## src/rtl/pipelined_barrel_shifter_pkg.sv

```systemverilog
// Shared types and helpers for the pipelined barrel shifter.
//   shift_mode_e : shift mode encoding carried with every beat
//   stage_count  : number of single-bit-of-amount stages for an N-bit word
package shifter_pkg;

  typedef enum logic [1:0] {
    SHIFT_SLL = 2'b00,  // logical left, zero fill
    SHIFT_SRL = 2'b01,  // logical right, zero fill
    SHIFT_SRA = 2'b10,  // arithmetic right, fill with original MSB
    SHIFT_ROR = 2'b11   // rotate right
  } shift_mode_e;

  // ceil(log2(n)): one stage per bit of the shift amount
  function automatic int stage_count(input int n);
    int s;
    s = 0;
    for (int p = 1; p < n; p = p * 2) begin
      s = s + 1;
    end
    return s;
  endfunction

endpackage

```

## src/rtl/pipelined_barrel_shifter_stage.sv

```systemverilog
// shift_stage: combinational shift of one pipeline stage by 2^K bit positions.
//   din  : data entering the stage
//   en   : amount bit K; when low the data passes unchanged
//   mode : shift mode of the beat
//   sign : original MSB of the beat, used as SRA fill
//   dout : shifted data
module shift_stage
  import shifter_pkg::*;
#(
  parameter int N = 8,
  parameter int K = 0
) (
  input  logic [N-1:0] din,
  input  logic         en,
  input  shift_mode_e  mode,
  input  logic         sign,
  output logic [N-1:0] dout
);

  localparam int S = 1 << K;

  logic [N-1:0] shifted_s;
  logic [N-1:0] high_mask_s;

  // Top S bits set; these are the positions a right shift vacates
  assign high_mask_s = ~({N{1'b1}} >> S);

  // Mode-dependent shift by the fixed distance of this stage
  always_comb begin
    shifted_s = din;
    case (mode)
      SHIFT_SLL: shifted_s = din << S;
      SHIFT_SRL: shifted_s = din >> S;
      // fill uses the beat's original MSB, not this stage's din MSB
      SHIFT_SRA: shifted_s = (din >> S) | ({N{sign}} & high_mask_s);
      SHIFT_ROR: shifted_s = (din >> S) | (din << (N - S));
      default:   shifted_s = din;
    endcase
  end

  // Apply the shift only when this stage's amount bit is set
  always_comb begin
    if (en) begin
      dout = shifted_s;
    end else begin
      dout = din;
    end
  end

endmodule

```

## src/rtl/pipelined_barrel_shifter.sv

```systemverilog
// pipelined_barrel_shifter: log2(N)-stage registered barrel shifter with
// valid/ready handshakes. Stage k applies the 2^k shift to the beat and
// registers it; the last stage register drives the output directly.
//   clk, rst_n          : clock, asynchronous active-low reset
//   in_valid / in_ready : input handshake
//   in_data, in_amt, in_mode : operand, shift amount, shift mode
//   out_valid / out_ready    : output handshake
//   out_data            : shifted result
module pipelined_barrel_shifter
  import shifter_pkg::*;
#(
  parameter  int N      = 8,
  localparam int STAGES = stage_count(N)
) (
  input  logic                 clk,
  input  logic                 rst_n,
  input  logic                 in_valid,
  output logic                 in_ready,
  input  logic [N-1:0]         in_data,
  input  logic [$clog2(N)-1:0] in_amt,
  input  logic [1:0]           in_mode,
  output logic                 out_valid,
  input  logic                 out_ready,
  output logic [N-1:0]         out_data
);

  // Amount, mode and sign are only needed by downstream stages, so the last
  // stage does not keep them.
  localparam int SIDE = (STAGES > 1) ? STAGES - 1 : 1;

  logic [STAGES-1:0] valid_r;
  logic [N-1:0]      data_r   [STAGES];
  logic [STAGES-1:0] amt_r    [SIDE];
  shift_mode_e       mode_r   [SIDE];
  logic              sign_r   [SIDE];

  logic              adv_s;
  logic [STAGES-1:0] valid_in_s;
  logic [N-1:0]      stage_in_s   [STAGES];
  logic [N-1:0]      stage_out_s  [STAGES];
  logic [STAGES-1:0] stage_amt_s  [STAGES];
  shift_mode_e       stage_mode_s [STAGES];
  logic              stage_sign_s [STAGES];

  // The whole pipe moves together; bubbles advance like beats.
  assign adv_s    = out_ready | ~out_valid;
  assign in_ready = adv_s;

  generate
    for (genvar k = 0; k < STAGES; k++) begin : g_stage
      if (k == 0) begin : g_head
        assign valid_in_s[k]   = in_valid;
        assign stage_in_s[k]   = in_data;
        assign stage_amt_s[k]  = in_amt;
        assign stage_mode_s[k] = shift_mode_e'(in_mode);
        assign stage_sign_s[k] = in_data[N-1];
      end else begin : g_body
        assign valid_in_s[k]   = valid_r[k-1];
        assign stage_in_s[k]   = data_r[k-1];
        assign stage_amt_s[k]  = amt_r[k-1];
        assign stage_mode_s[k] = mode_r[k-1];
        assign stage_sign_s[k] = sign_r[k-1];
      end

      shift_stage #(
        .N (N),
        .K (k)
      ) u_shift_stage (
        .din  (stage_in_s[k]),
        .en   (stage_amt_s[k][k]),
        .mode (stage_mode_s[k]),
        .sign (stage_sign_s[k]),
        .dout (stage_out_s[k])
      );
    end
  endgenerate

  // Pipeline registers: cleared on reset, loaded on advance, held otherwise
  always_ff @(posedge clk or negedge rst_n) begin
    if (!rst_n) begin
      valid_r <= {STAGES{1'b0}};
      for (int k = 0; k < STAGES; k++) begin
        data_r[k] <= {N{1'b0}};
      end
      for (int k = 0; k < SIDE; k++) begin
        amt_r[k]  <= {STAGES{1'b0}};
        mode_r[k] <= SHIFT_SLL;
        sign_r[k] <= 1'b0;
      end
    end else if (adv_s) begin
      valid_r <= valid_in_s;
      for (int k = 0; k < STAGES; k++) begin
        data_r[k] <= stage_out_s[k];
      end
      for (int k = 0; k < STAGES - 1; k++) begin
        amt_r[k]  <= stage_amt_s[k];
        mode_r[k] <= stage_mode_s[k];
        sign_r[k] <= stage_sign_s[k];
      end
    end
  end

  assign out_valid = valid_r[STAGES-1];
  assign out_data  = data_r[STAGES-1];

endmodule

```

## config.mk

```make
export PLATFORM = sky130hd
export DESIGN_NAME = pipelined_barrel_shifter
export DESIGN_NICKNAME = d
export VERILOG_FILES = /design/src/rtl/pipelined_barrel_shifter_pkg.sv /design/src/rtl/pipelined_barrel_shifter_stage.sv /design/src/rtl/pipelined_barrel_shifter.sv
export SDC_FILE = /design/constraint.sdc
export NUM_CORES = 1
export LEC_CHECK = 0
export BUFFER_PORTS_ARGS = -buffer_cell sky130_fd_sc_hd__buf_2
export CAP_MARGIN = 40
export CORE_ASPECT_RATIO = 1.5
export CORE_MARGIN = 1
export CORE_UTILIZATION = 64
export CTS_BUF_LIST = sky130_fd_sc_hd__clkbuf_4
export DETAILED_ROUTE_END_ITERATION = 12
export PLACE_DENSITY = 0.88
export SETUP_SLACK_MARGIN = 0.3
export SLEW_MARGIN = 20
export SYNTH_ARGS = -nofsm -noshare
export SYNTH_HDL_FRONTEND = slang
export SYNTH_SLANG_ARGS = --single-unit
```

## constraint.sdc

```tcl
create_clock -name clk -period 2.8 [get_ports clk]
set_input_delay 0.14 -clock clk [delete_from_list [all_inputs] [get_ports clk]]
set_output_delay 0.14 -clock clk [all_outputs]
set_load 0.1 [all_outputs]
```

==> results, run 1 <==
- The region available for standard cell placement spans 2910 um^2.
- The endpoint required time on the critical path is between 2 and 3 ns.
- During synthesis, Yosys emitted a total of 0 warnings.
- The global route total overflow is 0.
- The startpoint class of the critical path is a register.
- The number of global-route vias before repair is 1452.
- The first TritonRoute pass finished after 4 iterations.
- The final setup TNS is 0 ns.
- The net count after synthesis is 233.
- Once layout is done, the placed cells without fillers occupy 2100 um^2.
- The worst slew margin relative to its limit is 0.667.
- The clock network latency to the later pin of the worst-skew pair is 0.34 ns.
- Setup repair after global routing left no endpoint under its margin.
- The detail route stage leaves a number of antenna-violating nets equal to 0.
- The worst hold slack is 0.0505 ns.
- In the synthesized netlist the async set-or-reset flop fraction comes to 1.00.
- After detailed placement, the total cell area comes to 1980 um^2.
- The cell with the most instances after synthesis is sky130_fd_sc_hd__nand2_1.
- The number of I/O pins is 27.
- The worst min-delay path category is input pin to register.
- The number of hold-slack violations in the final timing report is 0.
- In this run, the number of DRC markers left after iteration 0 of detailed routing was 39.
- The completed layout was analyzed and its total power is between 2 and 2.5 mW.
- The mapped cell area is 1960 um^2.
- The routed via count is 1514.
- CTS saw 36 sinks.
- The dominant cell type by area after synthesis is sky130_fd_sc_hd__dfrtp_1.
- The post-CTS setup repair buffer count is 0.
- The flow ran to the end, and the final reports show no timing, DRC or antenna violations.
- In the routed layout, each cell is associated on average with a via count of roughly 5.6.
- Sorting the synthesized cells by how often they occur yields sky130_fd_sc_hd__nand2_1, sky130_fd_sc_hd__o21ai_0, sky130_fd_sc_hd__dfrtp_1.
- The placed wire-length estimate is about 2500 um.
- VDD sags by at most slightly below 600 uV.
- The DRC violation count after routing is 0.
- The class of the most critical setup path is register to output pin.
- The floorplan has 24 rows.
- In this run the vertical extent of the chip is 69.7 um.
- Of the post-synthesis cell area, the dominant cell type holds 0.461.
- The initial utilization of the core area, before any placement, comes to 0.671.
- The number of flops mapped to enable cells by yosys is 0.
- Entering global routing, the biggest net connects 37 pins.
- Along the worst path, the maximum fanout reaches 14.
- TritonCTS built the clock tree.
- The type of element capturing the critical path is an output pin.
- At the end of the flow, the number of nets in the layout was 249.
- The total count of max-transition violations in the final report was 0.
- The tool flagged a number of max-cap violations equal to 0.
- In the post-synthesis netlist, the biggest area contributors are sky130_fd_sc_hd__dfrtp_1, sky130_fd_sc_hd__o21ai_0, sky130_fd_sc_hd__nand2_1.
- The cell count after synthesis is 216.
- The fraction of the yosys area taken by sequential cells is 0.461.
- The area growth from synthesis to layout is 7.49%.
- The depth of the CTS H-tree is 2.
- Setup violations remaining at the end of the flow were counted as 0.
- In this run the static leakage power is 1.06 nW.
- The power density over the cells is 1090 nW/um^2.
- The number of clock buffers added by TritonCTS is 5.
- Summed over all layers, the routed wires come to 3610 um.
- Of the cells placed in the final design, the portion with a size suffix greater than 1 is 0.190.
- The floorplan step set the die width to 47.1 um.
- The floorplan step defined a die boundary enclosing 3290 um^2.
- Routability-driven placement finished with a final weighted congestion of roughly 0.86.
- The mean cell area of the mapped netlist is 9.05 um^2.
- The number of antenna violations at the first check in global routing came to 0.
- Port buffering added 26 buffers.
- The synthesized design contains 36 register bits.
- The post-layout minimum cycle time is 1.80 ns.
- The commonest register cell after synthesis is sky130_fd_sc_hd__dfrtp_1.
- The average detailed-routed wire length per instance is 13.3 um.
- For the worst setup path, the data arrival time is 1.66 ns.
- In this run, distinct cell masters in the synthesized netlist total 29.
- The global routing usage summed across all routing layers is 0.265.
- For the pin with the worst max-slew slack, the measured transition is 0.504 ns.
- Counting along the longest clock path gives a buffer depth of 2.
- The post-route clock skew is 0.0118 ns.
- The fmax is between 0.5 and 0.6 GHz.
- 0 antenna diodes ended up in the layout.
- The cell sitting at the root of the clock tree is a sky130_fd_sc_hd__clkbuf_4.
- The register clock-pin slew on the reported worst setup and hold paths is between 0.1 and 0.15 ns.
- The global-route wire length before repair is 6290 um.
- Dividing the final minimum period by the clock period gives 0.641.
worst max-delay path, stage by stage, from the launching register on:
cell                      delay (ns)
sky130_fd_sc_hd__dfrtp_1        0.40
sky130_fd_sc_hd__nor2b_4        0.13
sky130_fd_sc_hd__inv_1          0.28
sky130_fd_sc_hd__buf_2          0.50
metal layers:
metal | global-route usage | wire (um)
met1 | 0.307 | 1450
met2 | 0.431 | 1940
met3 | 0.0651 | 87
met4 | 0.137 | 126
met5 | 0 | 0
placed cells by master, fill, tap and decap left out, drive strengths merged:
cell	count
a21oi	2
nand2b	1
dfrtp	36
mux2	2
dlygate4sd3	4
nor2	9
nand3	3
nor2b	3
o311a	6
o211ai	1
o211a	10
mux2i	3
clkbuf	6
xor2	1
a221oi	5
or2	1
o21a	1
nand3b	1
inv	15
a311oi	2
o21ai	42
nand2	44
o22ai	4
clkinv	1
buf	29
cells by family after synthesis:
logic type,synth area share
compound gates,0.262
simple gates,0.133
buf+inv,0.113
mux,0.0269
flops,0.461
xor+xnor,0.00448
report_power, final:
part	total (mW)	internal [mW]	switching, mW
combinational	1.12	0.291	0.827
clock	0.267	0.102	0.165
sequential	0.901	0.719	0.182
total	2.29	1.11	1.17
sequential cells by signal, summed over array words and instances (netlist names):
name and count:
mode_r 4, out_data 8, data_r 16, sign_r 2
amt_r 3, valid_r 3
per-stage QoR:
step / std cells / util / setup WS (ns)
after detailed placement: 259 / 0.681 / 1.16
after floorplan: 216 / - / 0.911
after global routing: 271 / 0.722 / 0.878
final: 271 / 0.722 / 1.00
after global placement: 259 / 0.681 / 1.25
after CTS: 270 / 0.712 / 0.980
worst paths after layout:
check	to	startpoint	slack [ns]	cells past startpoint
min in group asynchronous	mode_r[3]	rst_n	0.21	2
min reg2reg	valid_r[2]	valid_r[1]	0.47	1
max	in_ready	valid_r[2]	1.00	3
min	sign_r[1]	in_data[7]	0.05	3
max reg2reg	data_r[16]	valid_r[2]	1.15	4
max in group asynchronous	data_r[8]	rst_n	2.18	3
area by class of cell:
| class | count | area, um^2 |
|---|---|---|
| Sequential cell | 36 | 901 |
| Multi-Input combinational cell | 141 | 833 |
| Fill cell | 241 | 811 |
| Timing Repair Buffer | 33 | 213 |
| Inverter | 15 | 56.3 |
| Tap cell | 39 | 48.8 |
| Clock buffer | 6 | 45.0 |
| Clock inverter | 1 | 5.00 |
timing repair:
item | 4_1_cts | 5_1_grt
hold endpoints to repair | 39 | 0
resized for setup | 0 | 0
hold buffers | 4 | 0
Note: power is estimated with default switching activity, not from simulation.
==> run 2: changes to the inputs <==
--- a/config.mk
+++ b/config.mk
@@ -9,10 +9,10 @@
 export CAP_MARGIN = 40
 export CORE_ASPECT_RATIO = 1.5
 export CORE_MARGIN = 1
-export CORE_UTILIZATION = 64
+export CORE_UTILIZATION = 59
 export CTS_BUF_LIST = sky130_fd_sc_hd__clkbuf_4
 export DETAILED_ROUTE_END_ITERATION = 12
-export PLACE_DENSITY = 0.88
+export PLACE_DENSITY = 0.82
 export SETUP_SLACK_MARGIN = 0.3
 export SLEW_MARGIN = 20
 export SYNTH_ARGS = -nofsm -noshare
==> constraint.sdc (replaced) <==
create_clock -name clk -period 1.72 [get_ports clk]
set_input_delay 0.086 -clock clk [delete_from_list [all_inputs] [get_ports clk]]
set_output_delay 0.086 -clock clk [all_outputs]
set_load 0.1 [all_outputs]
==> results, run 2 (synthesis results as in run 1) <==
- The met3 layer wire length in the routed design was 91 um (was 87 um).
- The DRC violation count after routing is 0 (unchanged).
- The peak supply drop is 1140 uV (was 577 uV).
- The type of element capturing the critical path is a register (was output pin).
- The wire length after detailed routing came to 3890 um (was 3610 um).
- The instance area at placement is 2010 um^2 (was 1980 um^2).
- The total power draw is 3.83 mW (was 2.29 mW).
- Most frequent cells in the layout: sky130_fd_sc_hd__nand2_1, sky130_fd_sc_hd__o21ai_0, sky130_fd_sc_hd__dfrtp_1 (unchanged).
- The core outline area is 3160 um^2 (was 2910 um^2).
- The class of the most critical setup path was register to register (was register to output pin).
- The slew at the pin closest to its max-slew limit was 0.531 ns (was 0.504 ns).
- The register name with the most flops is data_r (unchanged).
- The number of hold-slack violations in the final timing report is 0 (unchanged).
- The depth of the CTS H-tree is 2 (unchanged).
- The clock net sink count is 36 (unchanged).
- The cell depth of the worst min-delay path came to 3 (unchanged).
- The worst reg2reg path endpoint is out_data[7] (was data_r[16]).
- The number of detailed-routing iterations run before antenna repair is 4 (unchanged).
- The combinational share of power is 0.499 (was 0.489).
- The arrival time of data at the critical path endpoint is 1.56 ns (was 1.66 ns).
- The global route total overflow is 0 (unchanged).
- The global-route wire length before repair is 6580 um (was 6290 um).
- The largest stage delay on the critical path was 0.43 ns (was 0.50 ns).
- The horizontal die dimension is 49.0 um (was 47.1 um).
- The initial cell density of the core was 0.619 (was 0.671).
- Result of the run: finished, final reports clean (unchanged).
- The average detailed-routed wire length per instance is 14.0 um (was 13.3 um).
- The largest driver fanout on the critical path was 6 (was 14).
- The worst slew margin relative to its limit is 0.646 (was 0.667).
- The area growth from synthesis to layout was 10.2% (was 7.49%).
- The power density over the cells is 1780 nW/um^2 (was 1090 nW/um^2).
- The number of antenna violations at the first check in global routing is 0 (unchanged).
- The overall die area is 3550 um^2 (was 3290 um^2).
- The beginning of the worst register-to-register path is mode_r[0] (was valid_r[2]).
- The clock network latency to the later pin of the worst-skew pair is 0.33 ns (was 0.34 ns).
- The sequential power share came to 0.382 (was 0.394).
- After layout, the minimum clock period comes to between 1 and 1.5 ns.
- The filler cell count in the final layout is 277 (was 241).
- The TritonCTS clock tree is done (unchanged).
- The site row count is 25 (was 24).
- The final-report setup violation count is 0 (unchanged).
- The placed wire-length estimate is 2890 um (was 2520 um).
- The endpoint with the worst hold slack is data_r[18] (was sign_r[1]).
- The met2 wire length came to 2180 um (was 1940 um).
- The standby leakage power is 1.09 nW (was 1.06 nW).
- The switching power total is 1.95 mW (was 1.17 mW).
- The worst min-delay path category was input pin to register (unchanged).
- The relative contribution of the clock network to total power is 0.119 (was 0.117).
- The average via count per standard cell is 5.65 (was 5.59).
- The area of the multi-input gates is 833 um^2 (unchanged).
- The global routing usage summed across all routing layers was 0.250 (was 0.265).
- The register area is 906 um^2 (was 901 um^2).
- The most common library cell in the layout ignoring fill and taps is sky130_fd_sc_hd__nand2_1 (unchanged).
- The antenna diode count is 0 (unchanged).
- The final setup TNS is 0 ns (unchanged).
- The fraction of final layout cells sized beyond drive strength 1 came to 0.214 (was 0.190).
- The pre-CTS setup slack is 0.303 ns (was 1.16 ns).
- The flip-flop count of the largest register after layout came to 16 (unchanged).
- The worst hold path startpoint is in_data[2] (was in_data[7]).
- The number of I/O pins is 27 (unchanged).
- The clock root buffer master is sky130_fd_sc_hd__clkbuf_4 (unchanged).
- Static timing analysis puts the maximum clock frequency at 0.748 GHz.
- The cell area after layout is 2150 um^2 (was 2100 um^2).
- The endpoint required time on the critical path is 1.94 ns (was 2.66 ns).
- The net count of the finished layout is 254 (was 249).
- The switching power as a share of total power came to 0.508 (was 0.513).
- The startpoint class of the critical path is a register (unchanged).
- The critical path's top delay family is compound AO/OA/AOI/OAI gates (was buffers and inverters).
- The number of global-route vias before repair is 1536 (was 1452).
- The minimum setup slack among reg-to-reg paths was 0.38 ns (was 1.15 ns).
- The die boundary height is 72.5 um (was 69.7 um).
- The highest metal layer used by the detailed router is met4 (unchanged).
- Of the available clock period, the critical path in the final layout requires 0.778.
- The cell-internal power is 1.89 mW (was 1.11 mW).
- The largest buffer count on any clock path was 2 (unchanged).
- The combined buffer and inverter count along the critical path is 0 (was 2).
- The routed via count is 1571 (was 1514).
- The count of maximum capacitance violations is 0 (unchanged).
- The utilization after layout is 0.682 (was 0.722).
- The register clock-pin slew on the reported worst setup and hold paths is 0.10 ns (was 0.11 ns).
- The total count of max-transition violations in the final report is 0 (unchanged).
- The number of port buffers is 26 (unchanged).
- The number of buffers created by CTS was 5 (unchanged).
- The final RePlAce weighted congestion is 0.784 (was 0.859).
- RSZ-0062 raised after global routing: true (was false).
- The critical-path cell with the highest stage delay is sky130_fd_sc_hd__dfrtp_2 (was sky130_fd_sc_hd__buf_2).
- The post-route worst setup slack is 0.382 ns (was 1.00 ns).
- The number of cells on the worst reg-to-reg path was 3 (was 4).
- CP Cell Sequence: mux2_2, a221oi_2, o21ai_1 (was nor2b_4, inv_1, buf_2).
- The iteration-0 DRC count of the detailed router is 40 (was 39).
- The number of routed nets with antenna violations came to 0 (unchanged).
- The detailed-route wire length on metal 1 is 1480 um (was 1450 um).
- The post-route clock skew is 0.00363 ns (was 0.0118 ns).
- The pin count of the biggest net entering global routing is 32 (was 37).
run 2: cell types whose count changed in the layout (fill, tap and decap cells not counted), sizes merged:
| cell | delta |
|---|---|
| dlygate4sd3 | +1 |
| clkinv | +1 |
| buf | +4 |
| clkbuf | +1 |
| inv | -1 |
run 2: area by class of cell:
type	instances	area share
timing repair buffer	38	0.115
multi-input combinational	141	0.387
clock inverter	1	0.00174
sequential	36	0.420
inverter	15	0.0285
clock buffer	7	0.0244
tap	40	0.0232
run 2: per-stage QoR:
stage               hold WS, ns  cells
finish                   0.0755    278
global route             0.0638    278
CTS                      0.0685    276
detailed placement       0.0956    263
global placement         0.0890    263
floorplan                -0.210    216
run 2: repair_timing:
| action | in CTS | in global routing |
|---|---|---|
| hold endpoints to repair | 27 | 0 |
| resized for setup | 5 | 4 |
| setup endpoints to repair | 3 | 6 |
| setup buffers | 0 | 2 |
| cloned | 0 | 0 |
| hold buffers | 5 | 0 |
run 2: tightest hold or removal path, delay by kind of cell:
family          cells  cell delay [ns]
buf+inv             1             0.10
compound gates      2             0.18
run 2: power groups by stage:
stage	Sequential, mW	Combinational, mW	Clock, mW
2_1_floorplan	1.44	1.72	0
3_3_place_gp	1.47	1.82	0
3_5_place_dp	1.48	1.87	0
4_1_cts	1.46	1.91	0.470
5_1_grt	1.51	2.04	0.501
6_report	1.47	1.91	0.456
run 2: worst max-delay path by stage:
| stage | to | slack, ns | start | cells after the start |
|---|---|---|---|---|
| floorplan | amt_r[4] | 0.31 | valid_r[2] | 6 |
| global placement | in_ready | 0.36 | valid_r[2] | 3 |
| finish | out_data[7] | 0.38 | mode_r[0] | 3 |
| CTS | in_ready | 0.30 | valid_r[2] | 3 |
| detailed placement | out_data[6] | 0.30 | valid_r[2] | 5 |
| global route | data_r[9] | 0.30 | mode_r[3] | 3 |
run 2: per-layer routing:
metal  up-vias  track usage
li1        781            -
met1       737        0.238
met2        41        0.472
met3        12       0.0524
met4         0        0.167
met5         -            0
